===== src/rtl/dm_arbiter.sv =====
// dm_arbiter: two-requester arbiter for the single data-memory port.
//   Port 0 = load/store pipeline, port 1 = page-table walker / debug access.
//   Grants are locked while a request stalls, accepted requests are tracked
//   in an in-order owner-ID FIFO, and each response is steered back to the
//   port that issued it.
// Optional macro DM_ARB_ROUND_ROBIN_EN: when defined, priority alternates
//   between ports after each accept. When undefined (default), port 0 has
//   fixed priority with a starvation guard that forces a port-1 win after
//   STARVE_LIMIT consecutive contended port-0 accepts.
module dm_arbiter #(
   parameter int unsigned MAX_OUTST    = 2,
   parameter int unsigned STARVE_LIMIT = 8
) (
   input  logic        clk,
   input  logic        rst_n,

   input  logic [63:0] p0_req_addr,
   input  logic [63:0] p0_req_wdata,
   input  logic [7:0]  p0_req_wmask,
   input  logic        p0_req_wen,
   input  logic        p0_req_valid,
   output logic        p0_req_ready,
   output logic [63:0] p0_resp_rdata,
   output logic        p0_resp_valid,

   input  logic [63:0] p1_req_addr,
   input  logic [63:0] p1_req_wdata,
   input  logic [7:0]  p1_req_wmask,
   input  logic        p1_req_wen,
   input  logic        p1_req_valid,
   output logic        p1_req_ready,
   output logic [63:0] p1_resp_rdata,
   output logic        p1_resp_valid,

   output logic [63:0] dm_req_addr,
   output logic [63:0] dm_req_wdata,
   output logic [7:0]  dm_req_wmask,
   output logic        dm_req_wen,
   output logic        dm_req_valid,
   input  logic        dm_req_ready,
   input  logic [63:0] dm_resp_rdata,
   input  logic        dm_resp_valid,

   output logic        arb_busy,
   output logic        arb_resp_err
);

   localparam int unsigned PtrW = (MAX_OUTST > 1) ? $clog2(MAX_OUTST) : 1;
   localparam int unsigned CntW = $clog2(MAX_OUTST) + 1;

   // Lock keeps the grant on a stalled request's port
   logic            lock_q;
   logic            lock_port_q;

   // Owner-ID FIFO: one bit per entry, 0 = port 0, 1 = port 1
   logic [MAX_OUTST-1:0] owner_q;
   logic [PtrW-1:0]      wr_ptr_q;
   logic [PtrW-1:0]      rd_ptr_q;
   logic [CntW-1:0]      cnt_q;
   logic [CntW-1:0]      cnt_d;

   logic            err_q;

   logic            grant;
   logic            prio_win;
   logic            gnt_valid;
   logic            fifo_full;
   logic            fifo_empty;
   logic            req_ok;
   logic            push;
   logic            pop;
   logic            head_id;

   function automatic logic [PtrW-1:0] ptr_inc(input logic [PtrW-1:0] p);
      if (p == PtrW'(MAX_OUTST - 1)) begin
         return '0;
      end
      return p + PtrW'(1);
   endfunction

   assign fifo_full  = (cnt_q == CntW'(MAX_OUTST));
   assign fifo_empty = (cnt_q == '0);
   assign head_id    = owner_q[rd_ptr_q];

   // Grant selection: lock first, then priority on contention, else the lone requester
   always_comb begin
      grant = 1'b0;
      if (lock_q) begin
         grant = lock_port_q;
      end else if (p0_req_valid && p1_req_valid) begin
         grant = prio_win;
      end else begin
         grant = p1_req_valid;
      end
   end

   assign gnt_valid = grant ? p1_req_valid : p0_req_valid;

   // Internal handshake terms; a full FIFO blocks grants even if a pop is in flight
   assign req_ok = gnt_valid && !fifo_full;
   assign push   = req_ok && dm_req_ready;
   assign pop    = dm_resp_valid && !fifo_empty;

   // Zero-cycle payload mux from the granted port
   always_comb begin
      dm_req_addr  = p0_req_addr;
      dm_req_wdata = p0_req_wdata;
      dm_req_wmask = p0_req_wmask;
      dm_req_wen   = p0_req_wen;
      if (grant) begin
         dm_req_addr  = p1_req_addr;
         dm_req_wdata = p1_req_wdata;
         dm_req_wmask = p1_req_wmask;
         dm_req_wen   = p1_req_wen;
      end
   end

   // Handshake outputs are forced low while reset is asserted
   assign dm_req_valid  = rst_n && req_ok;
   assign p0_req_ready  = rst_n && push && !grant;
   assign p1_req_ready  = rst_n && push && grant;

   assign p0_resp_valid = rst_n && pop && !head_id;
   assign p1_resp_valid = rst_n && pop && head_id;
   assign p0_resp_rdata = dm_resp_rdata;
   assign p1_resp_rdata = dm_resp_rdata;

   assign arb_busy     = !fifo_empty || lock_q;
   assign arb_resp_err = err_q;

   // Grant lock: set on a stalled request, released on the accepting cycle
   always_ff @(posedge clk or negedge rst_n) begin
      if (!rst_n) begin
         lock_q      <= 1'b0;
         lock_port_q <= 1'b0;
      end else if (req_ok && !dm_req_ready) begin
         lock_q      <= 1'b1;
         lock_port_q <= grant;
      end else if (push) begin
         lock_q      <= 1'b0;
      end
   end

   // Occupancy next state; simultaneous push and pop leaves it unchanged
   always_comb begin
      cnt_d = cnt_q;
      unique case ({push, pop})
         2'b10:   cnt_d = cnt_q + CntW'(1);
         2'b01:   cnt_d = cnt_q - CntW'(1);
         default: cnt_d = cnt_q;
      endcase
   end

   // Owner FIFO storage and pointers
   always_ff @(posedge clk or negedge rst_n) begin
      if (!rst_n) begin
         owner_q  <= '0;
         wr_ptr_q <= '0;
         rd_ptr_q <= '0;
         cnt_q    <= '0;
      end else begin
         if (push) begin
            owner_q[wr_ptr_q] <= grant;
            wr_ptr_q          <= ptr_inc(wr_ptr_q);
         end
         if (pop) begin
            rd_ptr_q <= ptr_inc(rd_ptr_q);
         end
         cnt_q <= cnt_d;
      end
   end

   // Sticky error: a response arrived with nothing outstanding
   always_ff @(posedge clk or negedge rst_n) begin
      if (!rst_n) begin
         err_q <= 1'b0;
      end else if (dm_resp_valid && fifo_empty) begin
         err_q <= 1'b1;
      end
   end

`ifdef DM_ARB_ROUND_ROBIN_EN
   logic prio_q;

   assign prio_win = prio_q;

   // Round-robin pointer hands priority to the other port after every accept
   always_ff @(posedge clk or negedge rst_n) begin
      if (!rst_n) begin
         prio_q <= 1'b0;
      end else if (push) begin
         prio_q <= !grant;
      end
   end
`else
   localparam int unsigned StW = (STARVE_LIMIT > 0) ? $clog2(STARVE_LIMIT + 1) : 1;

   logic [StW-1:0] starve_q;

   // Port 0 wins contention unless port 1 has been starved STARVE_LIMIT times
   assign prio_win = (starve_q == StW'(STARVE_LIMIT));

   // Starve counter: count contended port-0 accepts, clear on any port-1 accept
   always_ff @(posedge clk or negedge rst_n) begin
      if (!rst_n) begin
         starve_q <= '0;
      end else if (push && grant) begin
         starve_q <= '0;
      end else if (push && !grant && p1_req_valid && !prio_win) begin
         starve_q <= starve_q + StW'(1);
      end
   end
`endif

endmodule


===== config.mk =====
export PLATFORM = sky130hd
export DESIGN_NAME = dm_arbiter
export DESIGN_NICKNAME = d
export VERILOG_FILES = /design/src/rtl/dm_arbiter.sv
export SDC_FILE = /design/constraint.sdc
export NUM_CORES = 1
export LEC_CHECK = 0
export CORE_AREA = 3 3 240 242
export DETAILED_ROUTE_END_ITERATION = 7
export DIE_AREA = 0 0 243 245
export HOLD_SLACK_MARGIN = 0.12
export PLACE_DENSITY_LB_ADDON = 0.3
export SYNTH_ARGS = -nofsm -noshare
export SYNTH_HDL_FRONTEND = slang
export SYNTH_SLANG_ARGS = --single-unit

===== constraint.sdc =====
create_clock -name clk -period 2.8 [get_ports clk]
set_input_delay 0.56 -clock clk [delete_from_list [all_inputs] [get_ports clk]]
set_output_delay 0.56 -clock clk [all_outputs]
set_load 0.1 [all_outputs]

# Word level (Yosys, flattened, before mapping)
# Cells that the tools add are included.
# classes
add_sub_neg	5
n_lt_le_gt_ge	3
n_eq_ne	4
mux	25
reduce_logical	29
# op_table
op	count
64-bit two-way mux	2
1-bit logical AND	18
1-bit two-way mux	17
4-bit two-way mux	2
8-bit two-way mux	1
1-bit zero test	6
2-bit nonzero test	3
4-bit by 1-bit adder with 4-bit output (second input constant)	1
2-bit == test (second input constant)	2
4-bit == test (second input constant)	1
1-bit by 2-bit less-than comparator with 1-bit output (second input constant)	2
2-bit case mux with 2 select lines	1
1-bit adder (second input constant)	2
2-bit by 1-bit adder with 2-bit output (second input constant)	1
2-bit bitwise mux	1
2-bit by 1-bit == test with 1-bit output (second input constant)	1
2-bit zero test	1
2-bit by 1-bit subtractor with 2-bit output (second input constant)	1
1-bit demux with 1-bit select	1
1-bit >= comparator (second input constant)	1
1-bit logical OR	1
# word_totals
regBits	13
input_bits	344
out_inout_bits	272
elab_cells	74

# Longest topological paths before layout
# depth
ltp_word	11
depth_mapped	9
depth_no_buf	6

# Worst setup path before layout
# No wires, ideal clock.
# synth_path
path_type	input-to-output
start	input p0_req_valid
end	output p0_req_ready
arrival_time_ps	3286
t_required_ps	2240
slack_ps	-1046
cell_stages	6
path_buffers	3
path_cell_list	a21boi_2 > a22oi_1 > buf_4 > buf_6 > buf_6 > nor3_1
# synth_via
elab_chain_cells	8
word_cells_on_any_way	9
cone_classes	mux (3); reduce/logical (6)
# synth_lines
element	line_no	rtl
from (decl)	21	input logic p0_req_valid,
1-bit logical AND	90	end else if (p0_req_valid && p1_req_valid) begin
1-bit two-way mux	90	
1-bit two-way mux	88	if (lock_q) begin
1-bit two-way mux	97	assign gnt_valid = grant ? p1_req_valid : p0_req_valid;
1-bit logical AND	100	assign req_ok = gnt_valid && !fifo_full;
1-bit logical AND	101	assign push = req_ok && dm_req_ready;
1-bit logical AND	120	assign p0_req_ready = rst_n && push && !grant;
1-bit logical AND *	120	
to (decl)	22	output logic p0_req_ready,
# Every way passes the cells marked *; elsewhere a longest branch is shown, timed or not.

# Worst setup path after layout
# layout_path
start	register starve_q[1]
end	output dm_req_wdata[18]
# layout_via
elab_chain_cells	4
# layout_lines
element	line_no	rtl
from (decl)	198	logic [StW-1:0] starve_q;
from (signal assigned)	210	starve_q <= starve_q + StW'(1);
4-bit == test	201	assign prio_win = (starve_q == StW'(STARVE_LIMIT));
1-bit two-way mux	90	
1-bit two-way mux	88	
64-bit two-way mux	110	if (grant) begin
to (decl)	36	output logic [63:0] dm_req_wdata,
# No other way between the ends.

==> flow_summary_export.csv <==
group,metric,value,unit
clock_tree,hold_buffers,0,
drt,wire_per_inst,19.0,µm
sta,fin_skew,0.000782,ns
clock_tree,cts_num_sinks,13,
placement,dp_hpwl,23700,µm
outcome,status,"finished, final reports clean",
grt,use_met1,8.05,%
sta,setup_ws,0.00484,ns
job,maxCapViolations,0,
floorplanning,core_area,0.0553,mm²
sta,timing.final.max_slew_violations,0,
sta,worst_slew_pin_slew,0.640,ns
grt,use_met3,3.62,%
worst_setup_path,crit_required,2.24,ns
floorplanning,initial_core_util,6.08,%
worst_setup_path,worstPathMaxFanout,10,
drt,routed_via_density,2.75,
worst_setup_path,critPathBufInv,5,
clock_tree,cts_made_buffers,3,
power,combPwrFrac,91.7,%
cells_and_area,area_growth,190,%
sta,hold_viol,0,
clock_tree,h-tree-depth,1,
power,p_sw_share,55.8,%
floorplanning,ios,616,
floorplanning,die_h,245,µm
clock_tree,root_buffer,"clkbuf_16",
cells_and_area,fillerInstances,6139,
logic_synthesis,netlist_area,0.00336,mm²
worst_setup_path,critical_path_class,"flop to primary output",
logic_synthesis,synth_cell_types,31,
power,leakagePower,0.00376,µW
logic_synthesis,syn_nets,701,
drt,detail-route-antenna-nets,0,
cells_and_area,multi_input_area,0.00212,mm²
worst_setup_path,crit_top_cell,"buf_12",
worst_hold_path,hp-class,"flop to flop",
worst_setup_path,cp_top_family,"buffers and inverters",
worst_setup_path,crit_slowest_cell,"dfrtp_1",
worst_setup_path,start_kind,"flop",
power,p_per_area,743,mW/mm²
power,irDropWorstVdd,350,µV
sta,fin_crit_sh,99.8,%
placement,routabilityCongestion,0.796,
worst_setup_path,cp-end-kind,"primary output",
drt,wl,27300,µm
clock_tree,clk_pin_slew,0.05,ns
drt,drt_iter0_markers,67,
logic_synthesis,yosysWarningCount,0,
logic_synthesis,yosysSeqAreaShare,9.68,%
placement,dp.cells,1409,
worst_setup_path,slowest_delay,0.39,ns
cells_and_area,finalNonFillerCells,1436,
floorplanning,dieWidth,243,µm
clock_tree,cts_tree,"done",
power,switchingPower,4050,µW
worst_setup_path,cp.arrival,2.24,ns
grt,top_usage_layer,"met2",
worst_setup_path,cp_cell_sequence,"inv_2, ha_4, nand3b_1, a22oi_2, buf_12, clkbuf_16, buf_16, mux2_2, buf_12",
sta,fmax,0.358,GHz
logic_synthesis,syn_area_per_cell,9.47,µm²
clock_tree,clock_latency,0.24,ns
drt,vias,3955,
sta,rsz0062_at_grt,"true",
grt,grt_pass1_vias,4473,
floorplanning,die_area,0.0595,mm²
logic_synthesis,ys_seq_elements,13,
power,internal_power,3210,µW
grt,grt_overflow_total,0,
grt,grt_max_degree,21,
sta,post-route-min-period,2.80,ns
grt,grt_usage,8.27,%
grt,antenna_found_initial,10,
grt,grt_pass1_wl,34800,µm
clock_tree,cts_buffer_depth,2,
cells_and_area,seq_area,325,µm²
sta,maxSlewHeadroom,56.9,%
grt,use_met2,15.1,%
cells_and_area,drive_above_1_share,49.9,%
placement,dpl_worst_slack,-0.256,ns
placement,placedInstanceArea,0.00913,mm²
drt,drc,0,
cells_and_area,fin_nets,1028,
drt,first_pass_iters,4,
cells_and_area,fin_area,0.00976,mm²
sta,finalSetupViolCount,0,
power,p_clk_share,3.8,%
logic_synthesis,syn_inst,355,
floorplanning,rows,86,
power,pwr-share-seq,4.6,%
placement,io_buffers,423,
power,finalPower,7260,µW
[worst paths after layout]
kind,start,to,slack (ns),cells past startpoint
worst max-delay path,starve_q[1],dm_req_wdata[18],0.005,9
worst min-delay path,arb_resp_err,arb_resp_err,0.46,1
worst max register to register,starve_q[1],starve_q[3],0.97,9
worst min register to register,arb_resp_err,arb_resp_err,0.46,1
max in group asynchronous,rst_n,starve_q[2],1.80,2
min in group asynchronous,rst_n,arb_resp_err,0.56,1
[placed cells by master (no fill, tap or decap), drive strengths merged]
cell,n
clkdlybuf4s50,277
diode,7
buf,184
ha,2
a21boi,1
clkbuf,8
and3,1
mux2i,1
or3b,1
nand4,1
a21o,2
mux2,141
o211ai,5
a211o,1
nor2,7
a22oi,1
or4b,1
nand3b,1
o2111ai,1
dlygate4sd2,2
nand2,6
inv,7
a21oi,1
a22o,1
nand2b,2
and4b,1
or4,1
o21ai,3
nor4,1
dfrtp,13
nor3,3
xnor2,4
[stage by stage]
step | util (%) | hold WS (ns) | TNS (ns)
floorplan | - | 0.264 | -0.195
global placement | 16.5 | 0.443 | -26.62
detailed placement | 16.5 | 0.447 | -22.61
CTS | 17.2 | 0.458 | 0
global route | 17.6 | 0.481 | -2.31
finish | 17.6 | 0.458 | 0
[cells by family (layout without fill, tap and decap cells)]
kind of cell               Yosys count  count (layout)  share of synthesized area (%)
buffers and inverters              152             478                           33.3
adders and majority gates            2               2                          0.744
muxes                              142             142                           47.6
xor gates and xnor gates             4               4                           1.04
AOI/OAI and AO/OA                   16              16                           3.50
other                                0               7                              0
DFF                                 13              13                           9.68
and+or+nand+nor                     26              26                           4.13
[final cells by class]
| class | instances | area share [%] |
|---|---|---|
| Antenna cell | 7 | 0.179 |
| Clock buffer | 4 | 0.808 |
| Inverter | 7 | 0.269 |
| Multi-Input combinational cell | 190 | 21.7 |
| Sequential cell | 13 | 3.33 |
| Tap cell | 748 | 9.59 |
| Timing Repair Buffer | 467 | 64.1 |
[Yosys cell counts, drive strengths merged]
| cell | n | area share, % |
|---|---|---|
| nor4 | 1 | 0.19 |
| a22oi | 1 | 0.22 |
| or4 | 1 | 0.22 |
| o21ai | 3 | 0.45 |
| or4b | 1 | 0.30 |
| and3 | 1 | 0.19 |
| a21o | 2 | 0.45 |
| xnor2 | 4 | 1.0 |
| mux2 | 141 | 47 |
| inv | 7 | 0.78 |
| nor2 | 7 | 0.78 |
| buf | 145 | 32 |
| a22o | 1 | 0.26 |
| a21boi | 1 | 0.33 |
| and4b | 1 | 0.30 |
| nand2b | 2 | 0.37 |
| dfrtp | 13 | 9.7 |
| nand4 | 1 | 0.19 |
| nand2 | 6 | 0.67 |
| nor3 | 3 | 0.45 |
| mux2i | 1 | 0.30 |
| o2111ai | 1 | 0.26 |
| nand3b | 1 | 0.22 |
| o211ai | 5 | 1.1 |
| ha | 2 | 0.74 |
| a211o | 1 | 0.26 |
| a21oi | 1 | 0.15 |
| or3b | 1 | 0.26 |
[worst reg2reg max path, delay by kind of cell (launching register included)]
family                     cells  cell delay (ns)
adders and majority gates      1             0.13
and+or+nand+nor                2             0.17
buffers and inverters          4             0.56
AOI/OAI and AO/OA              2             0.48
DFF                            1             0.39
[power groups by stage]
stage               Sequential (µW)  Combinational (µW)  Clock, µW
global route                    341                6860        288
CTS                             327                6500        281
global placement                329                6220          0
finish                          331                6650        274
detailed placement              332                6220          0
floorplan                       315                4600          0
[sequential cells by signal, summed over array words and instances, names as in the netlist]
signal        flops
arb_resp_err      1
cnt_q             2
wr_ptr_q          1
lock_q            1
lock_port_q       1
owner_q           2
starve_q          4
rd_ptr_q          1
[repair_timing]
action | 4_1_cts | 5_1_grt
endpoints found under the setup margin | 133 | 123
pin swaps | 1 | 2
cloned | 2 | 5
endpoints found under the hold margin | 0 | 0
gates resized for setup | 49 | 31
buffers inserted | 6 | 4
[metal layers]
layer	up-vias	part of all wire, %
met5	-	0
met4	0	4.2
met3	48	11
met2	365	52
met1	1772	33
li1	1770	-
Note: power is estimated with default switching activity, not from simulation.
